**src/rtl/instr_decode_calc_pipe_pkg.sv**
```systemverilog
// rtl/instr_decode_calc_pipe_pkg.sv - shared ALU opcode set, RISC-V calc encodings, decoded-entry type
package instr_decode_calc_pipe_pkg;

  typedef enum logic [3:0] {
    ALU_ADD  = 4'd0,
    ALU_SUB  = 4'd1,
    ALU_SLL  = 4'd2,
    ALU_SLT  = 4'd3,
    ALU_SLTU = 4'd4,
    ALU_XOR  = 4'd5,
    ALU_SRL  = 4'd6,
    ALU_SRA  = 4'd7,
    ALU_OR   = 4'd8,
    ALU_AND  = 4'd9,
    ALU_NOP  = 4'd15
  } alu_op_e;

  localparam logic [6:0] OPC_OP_IMM = 7'b0010011;
  localparam logic [6:0] OPC_OP     = 7'b0110011;

  localparam logic [2:0] F3_ADD  = 3'b000;
  localparam logic [2:0] F3_SLL  = 3'b001;
  localparam logic [2:0] F3_SLT  = 3'b010;
  localparam logic [2:0] F3_SLTU = 3'b011;
  localparam logic [2:0] F3_XOR  = 3'b100;
  localparam logic [2:0] F3_SR   = 3'b101;
  localparam logic [2:0] F3_OR   = 3'b110;
  localparam logic [2:0] F3_AND  = 3'b111;

  localparam logic [6:0] F7_BASE = 7'b0000000;
  localparam logic [6:0] F7_ALT  = 7'b0100000;

  // Everything about an entry except the XLEN-wide immediate, which is stored separately.
  typedef struct packed {
    alu_op_e    alu_op;
    logic [4:0] rd;
    logic [4:0] rs1;
    logic [4:0] rs2;
    logic       use_imm;
    logic       illegal;
  } dec_meta_t;

  localparam dec_meta_t META_RESET = '{alu_op: ALU_NOP, rd: 5'd0, rs1: 5'd0, rs2: 5'd0,
                                       use_imm: 1'b0, illegal: 1'b0};

  // funct3 to opcode for the base (funct7 = 0) encodings; funct3 101 maps to the logical shift.
  function automatic alu_op_e f3_to_alu(input logic [2:0] f3);
    case (f3)
      F3_ADD:  return ALU_ADD;
      F3_SLL:  return ALU_SLL;
      F3_SLT:  return ALU_SLT;
      F3_SLTU: return ALU_SLTU;
      F3_XOR:  return ALU_XOR;
      F3_SR:   return ALU_SRL;
      F3_OR:   return ALU_OR;
      default: return ALU_AND;
    endcase
  endfunction

endpackage

```
**src/rtl/calc_decode_comb.sv**
```systemverilog
// rtl/calc_decode_comb.sv - combinational decode of OP / OP-IMM calc instructions
module calc_decode_comb
  import instr_decode_calc_pipe_pkg::*;
#(
  parameter int XLEN = 32
) (
  input  logic [31:0]     instr,
  output dec_meta_t       meta,
  output logic [XLEN-1:0] imm
);

  logic [6:0] opcode;
  logic [2:0] f3;
  logic [6:0] f7;
  logic       shamt_ok;

  assign opcode = instr[6:0];
  assign f3     = instr[14:12];
  assign f7     = instr[31:25];
  // A 6-bit shift amount is only meaningful on a 64-bit datapath.
  assign shamt_ok = (XLEN == 64) || !instr[25];

  always_comb begin
    meta.alu_op  = ALU_NOP;
    meta.rd      = instr[11:7];
    meta.rs1     = instr[19:15];
    meta.rs2     = instr[24:20];
    meta.use_imm = 1'b0;
    meta.illegal = 1'b1;
    imm          = '0;
    case (opcode)
      OPC_OP_IMM: begin
        case (f3)
          F3_SLL: begin
            if (instr[31:26] == 6'b000000 && shamt_ok) begin
              meta.alu_op  = ALU_SLL;
              meta.use_imm = 1'b1;
              meta.illegal = 1'b0;
              imm          = XLEN'(instr[25:20]);
            end
          end
          F3_SR: begin
            if ((instr[31:26] == 6'b000000 || instr[31:26] == 6'b010000) && shamt_ok) begin
              meta.alu_op  = instr[30] ? ALU_SRA : ALU_SRL;
              meta.use_imm = 1'b1;
              meta.illegal = 1'b0;
              imm          = XLEN'(instr[25:20]);
            end
          end
          default: begin
            meta.alu_op  = f3_to_alu(f3);
            meta.use_imm = 1'b1;
            meta.illegal = 1'b0;
            imm          = {{(XLEN-12){instr[31]}}, instr[31:20]};
          end
        endcase
      end
      OPC_OP: begin
        if (f7 == F7_BASE) begin
          meta.alu_op  = f3_to_alu(f3);
          meta.illegal = 1'b0;
        end else if (f7 == F7_ALT && (f3 == F3_ADD || f3 == F3_SR)) begin
          meta.alu_op  = (f3 == F3_ADD) ? ALU_SUB : ALU_SRA;
          meta.illegal = 1'b0;
        end
      end
      default: ;
    endcase
  end

endmodule

```
**src/rtl/instr_decode_calc_pipe.sv**
```systemverilog
// rtl/instr_decode_calc_pipe.sv - decode stage with 2-entry main/skid FIFO and illegal counter
module instr_decode_calc_pipe
  import instr_decode_calc_pipe_pkg::*;
#(
  parameter int XLEN  = 32,
  parameter int CNT_W = 16
) (
  input  logic             clk,
  input  logic             rst_n,
  input  logic             flush,
  input  logic             in_valid,
  output logic             in_ready,
  input  logic [31:0]      in_instr,
  output logic             out_valid,
  input  logic             out_ready,
  output logic [3:0]       out_alu_op,
  output logic [4:0]       out_rd,
  output logic [4:0]       out_rs1,
  output logic [4:0]       out_rs2,
  output logic [XLEN-1:0]  out_imm,
  output logic             out_use_imm,
  output logic             out_illegal,
  output logic [CNT_W-1:0] illegal_cnt
);

  dec_meta_t       dec_meta;
  logic [XLEN-1:0] dec_imm;
  dec_meta_t       main_meta, skid_meta;
  logic [XLEN-1:0] main_imm, skid_imm;
  logic [1:0]      count;
  logic            push, pop;

  calc_decode_comb #(.XLEN(XLEN)) u_decode (
    .instr (in_instr),
    .meta  (dec_meta),
    .imm   (dec_imm)
  );

  // Handshake flags depend only on the occupancy register, never on out_ready.
  assign in_ready  = (count != 2'd2);
  assign out_valid = (count != 2'd0);
  assign push      = in_valid && in_ready;
  assign pop       = out_valid && out_ready;

  always_ff @(posedge clk or negedge rst_n) begin
    if (!rst_n) begin
      count     <= 2'd0;
      main_meta <= META_RESET;
      skid_meta <= META_RESET;
      main_imm  <= '0;
      skid_imm  <= '0;
    end else if (flush) begin
      count <= 2'd0;
    end else begin
      case (count)
        2'd0: begin
          if (push) begin
            main_meta <= dec_meta;
            main_imm  <= dec_imm;
            count     <= 2'd1;
          end
        end
        2'd1: begin
          if (push && pop) begin
            main_meta <= dec_meta;
            main_imm  <= dec_imm;
          end else if (push) begin
            skid_meta <= dec_meta;
            skid_imm  <= dec_imm;
            count     <= 2'd2;
          end else if (pop) begin
            count <= 2'd0;
          end
        end
        default: begin
          if (pop) begin
            main_meta <= skid_meta;
            main_imm  <= skid_imm;
            count     <= 2'd1;
          end
        end
      endcase
    end
  end

  // Counts at accept regardless of a same-edge flush.
  always_ff @(posedge clk or negedge rst_n) begin
    if (!rst_n) begin
      illegal_cnt <= '0;
    end else if (push && dec_meta.illegal && illegal_cnt != {CNT_W{1'b1}}) begin
      illegal_cnt <= illegal_cnt + CNT_W'(1);
    end
  end

  assign out_alu_op  = main_meta.alu_op;
  assign out_rd      = main_meta.rd;
  assign out_rs1     = main_meta.rs1;
  assign out_rs2     = main_meta.rs2;
  assign out_use_imm = main_meta.use_imm;
  assign out_illegal = main_meta.illegal;
  assign out_imm     = main_imm;

endmodule

```
**config.mk**
```make
export PLATFORM = sky130hd
export DESIGN_NAME = instr_decode_calc_pipe
export DESIGN_NICKNAME = d
export VERILOG_FILES = /design/src/rtl/instr_decode_calc_pipe_pkg.sv /design/src/rtl/calc_decode_comb.sv /design/src/rtl/instr_decode_calc_pipe.sv
export SDC_FILE = /design/constraint.sdc
export NUM_CORES = 1
export LEC_CHECK = 0
export ABC_CLOCK_PERIOD_IN_PS = 4340
export CORE_MARGIN = 2
export CORE_UTILIZATION = 58
export CTS_CLUSTER_DIAMETER = 40
export DETAILED_ROUTE_END_ITERATION = 6
export PLACE_DENSITY = 0.95
export SLEW_MARGIN = 30
export SYNTH_ARGS = -nofsm -noshare
export SYNTH_HDL_FRONTEND = slang
export SYNTH_HIERARCHICAL = 1
export SYNTH_SLANG_ARGS = --single-unit
```
**constraint.sdc**
```tcl
create_clock -name clk -period 4.34 [get_ports clk]
set_input_delay 0.868 -clock clk [delete_from_list [all_inputs] [get_ports clk]]
set_output_delay 0.868 -clock clk [all_outputs]
set_load 0.02 [all_outputs]
```
==> flow_summary.yaml <==
hold_path:
  min_path_type: "in -> async"
critical_path:
  cp_data_required_time_ps: 3470
  reg2reg_slack_ps: 1800
  worstSetupEndpointType: "output pin"
  critPathMaxStageDelay_ps: 730
  critPathMaxFanout: 32
  cp_slowest_cell: "dfrtp_4"
  startpoint: "count[1]$_DFFE_PN0P_"
  r2r_start: "count[1]$_DFFE_PN0P_"
  reg2reg_to: "out_alu_op[3]$_DFFE_PN1P_"
  reg2reg_depth: 5
  crit_chain: "buf_12 -> nand2b_1 -> clkdlybuf4s50_1"
  cp.arrival_ps: 2330
  cp-start-kind: "flop"
  critPathKind: "reg -> out"
yosys:
  synthFlopType: "dfrtp_1"
  ys_async_sr_fraction_pct: 100
  yosys-top-cells-area: "dfrtp_1, mux2_2, mux2i_1"
  synthCells: 510
  synth_area_leader_cell: "dfrtp_1"
  seq_area_frac_synth_pct: 51.6
  synthesis.nets: 548
  syn_area_um2: 6030
  ys_ff_latch: 124
  ys_types: 51
  synth_edf_count: 0
  ys.warnings.count: 6
  synth_common_cells: "dfrtp_1, nand2_1, mux2i_1"
  yosys.area.top_type_share_pct: 48.1
  syn_avg_cell_area_um2: 11.8
  yosysMostFrequentCell: "dfrtp_1"
global_routing:
  grt_use_total_pct: 23.7
  grt_max_degree: 60
  grt_first_pass_wirelength_mm: 20.8
  grt_pass1_vias: 4222
  overflow: 0
  grt_antenna_before_repair: 0
final_layout:
  final_core_util_pct: 73.8
  num_antenna_cells: 0
  fill_cells: 649
  syn2layout_area_growth_pct: 25.0
  layout-drive-gt1-share_pct: 19.6
  multi_input_area_um2: 2480
  final_net_count: 621
  regArea_um2: 3120
sta:
  setup_slack_ps: 1140
  skew_ps: 7.07
  slew_viol_final: 0
  holdWs_ps: 392
  worst_pin_slew_ps: 804
  period_share_pct: 73.7
  rsz0062_at_grt: "no"
  hold_violations: 0
  fmax_mhz: 313
  relSlewSlack_pct: 46.4
  setup_viol: 0
  period_minus_slack_ps: 3200
  fin_tns_setup_ps: 0
clock_tree:
  cts_tree: "built"
  post_cts_resized: 0
  cts_setup_buffers: 0
  clk_transition_reported_paths_ps: 60
  clock-root-buffer: "clkbuf_8"
  cts_inserted_buffers: 17
  cts_max_level: 4
  clock_sinks: 124
  cts_buffer_depth: 2
  clock_latency_ps: 510
  cts_hold_buffers: 0
routing:
  num_vias: 4108
  firstDrtPassIters: 4
  drc: 0
  drtAntennaViolNets: 0
  wl_per_cell_um: 17.3
  drt_iter0_drc: 269
  totalWireLength_mm: 12.6
  vias_per_cell: 5.61
power_and_ir_drop:
  clkPwrFrac_pct: 44.5
  switchingPower_mw: 0.871
  combPwrFrac_pct: 14.7
  power_density_nw_per_um2: 450
  p_int_mw: 2.52
  vdd_drop_max_v: 0.000472
  power_frac_seq_pct: 40.7
  p_leak_nw: 3.19
  switching_share_pct: 25.7
die:
  fp.dieArea_um2: 11200
  chipWidth_um: 106
  rows: 37
  pin_count: 108
  core_area_um2: 10200
  die_y_um: 106
  start_util_pct: 59.0
place:
  gp_congestion: 0.871
  dpl.hpwl_mm: 8.21
  dp_slack_ps: 830
  io_buffers: 107
job:
  drv_cap: 0
run_status:
  outcome: "complete, no violations"
## power by group through the flow
| stage | clock [mW] | combinational [mW] | sequential (mW) |
|---|---|---|---|
| global placement | 0 | 0.478 | 1.39 |
| finish | 1.51 | 0.500 | 1.38 |
| floorplan | 0 | 0.207 | 1.45 |
| detailed placement | 0 | 0.494 | 1.40 |
| CTS | 1.52 | 0.502 | 1.38 |
| global route | 1.58 | 0.540 | 1.40 |
## through the flow
step                      instances  total power, mW  instance area [um2]
after floorplan                 510             1.66                 6030
after global placement          699             1.87                 6890
after detailed placement        699             1.89                 6890
after CTS                       731             3.41                 7530
after global routing            732             3.52                 7550
final                           732             3.39                 7550
## how the worst max path moves through the flow
stage,end,slack [ps],cells after the start
after CTS,in_ready,910,2
after global routing,in_ready,1060,3
after floorplan,illegal_cnt[12]$_DFFE_PN0P_,1660,8
after detailed placement,illegal_cnt[12]$_DFFE_PN0P_,830,8
final,in_ready,1140,3
after global placement,illegal_cnt[12]$_DFFE_PN0P_,950,8
## critical path, delay by kind of cell (launching register included)
kind / cells / cell delay (ps)
buffers and inverters: 2 / 890
AND/OR/NAND/NOR: 1 / 180
flip-flops: 1 / 730
## registers in the layout, summed over array words and instances, names as in the netlist
register     count
out_use_imm      1
out_imm         32
out_alu_op       4
out_illegal      1
skid_meta       21
out_rs1          5
count            2
out_rd           5
out_rs2          5
illegal_cnt     16
skid_imm        32
## final cells by class
type	instances	area share, %
Tap cell	136	2.26
Sequential cell	124	41.3
Timing Repair Buffer	114	15.0
Inverter	3	0.149
Clock inverter	15	2.95
Multi-Input combinational cell	323	32.8
Clock buffer	17	5.49
## placed cells by master, fill, tap and decap left out, types with 2 or more instances in the layout
cell	synthesis	routed
dfrtp_1	116	115
clkdlybuf4s50_1	0	106
nand2_1	62	62
mux2i_1	53	53
mux2_2	50	50
o21ai_0	36	36
o21ai_1	21	21
clkbuf_16	0	16
xor2_1	13	13
and2_1	10	10
dfstp_2	8	8
nor3_1	7	7
buf_4	35	7
nor4b_2	6	6
nand3_1	5	5
bufinv_16	0	5
mux2_1	4	4
xnor2_1	4	4
and3_1	4	4
nand4_1	4	4
nor4_1	4	4
clkinv_4	0	4
inv_1	3	3
nor2_1	3	3
clkinv_2	0	3
clkinvlp_4	0	3
nor2b_1	3	3
nand2b_1	2	2
nor4_4	2	2
nand4_2	2	2
nor4b_1	2	2
nor3b_1	2	2
o2111ai_1	2	2
nand4b_1	2	2
## metal layers
metal / vias up / part of all wire (%) / GRT usage (%)
met4: 0 / 2.6 / 10.6
met3: 27 / 4.3 / 5.27
li1: 1918 / - / -
met2: 119 / 52 / 40.6
met5: - / 0 / 0
met1: 2044 / 42 / 28.6
## kinds of logic (layout without fill, tap and decap cells)
group / count (synthesis) / after routing / synth area share (%)
and+or+nand+nor: 129 / 129 / 12.9
DFF: 124 / 124 / 51.6
muxes: 108 / 108 / 19.1
AOI/OAI and AO/OA: 68 / 68 / 6.37
buffers and inverters: 63 / 149 / 7.38
xor gates and xnor gates: 17 / 17 / 2.47
adders and majority gates: 1 / 1 / 0.207
Power figures use the tool's default switching activity.
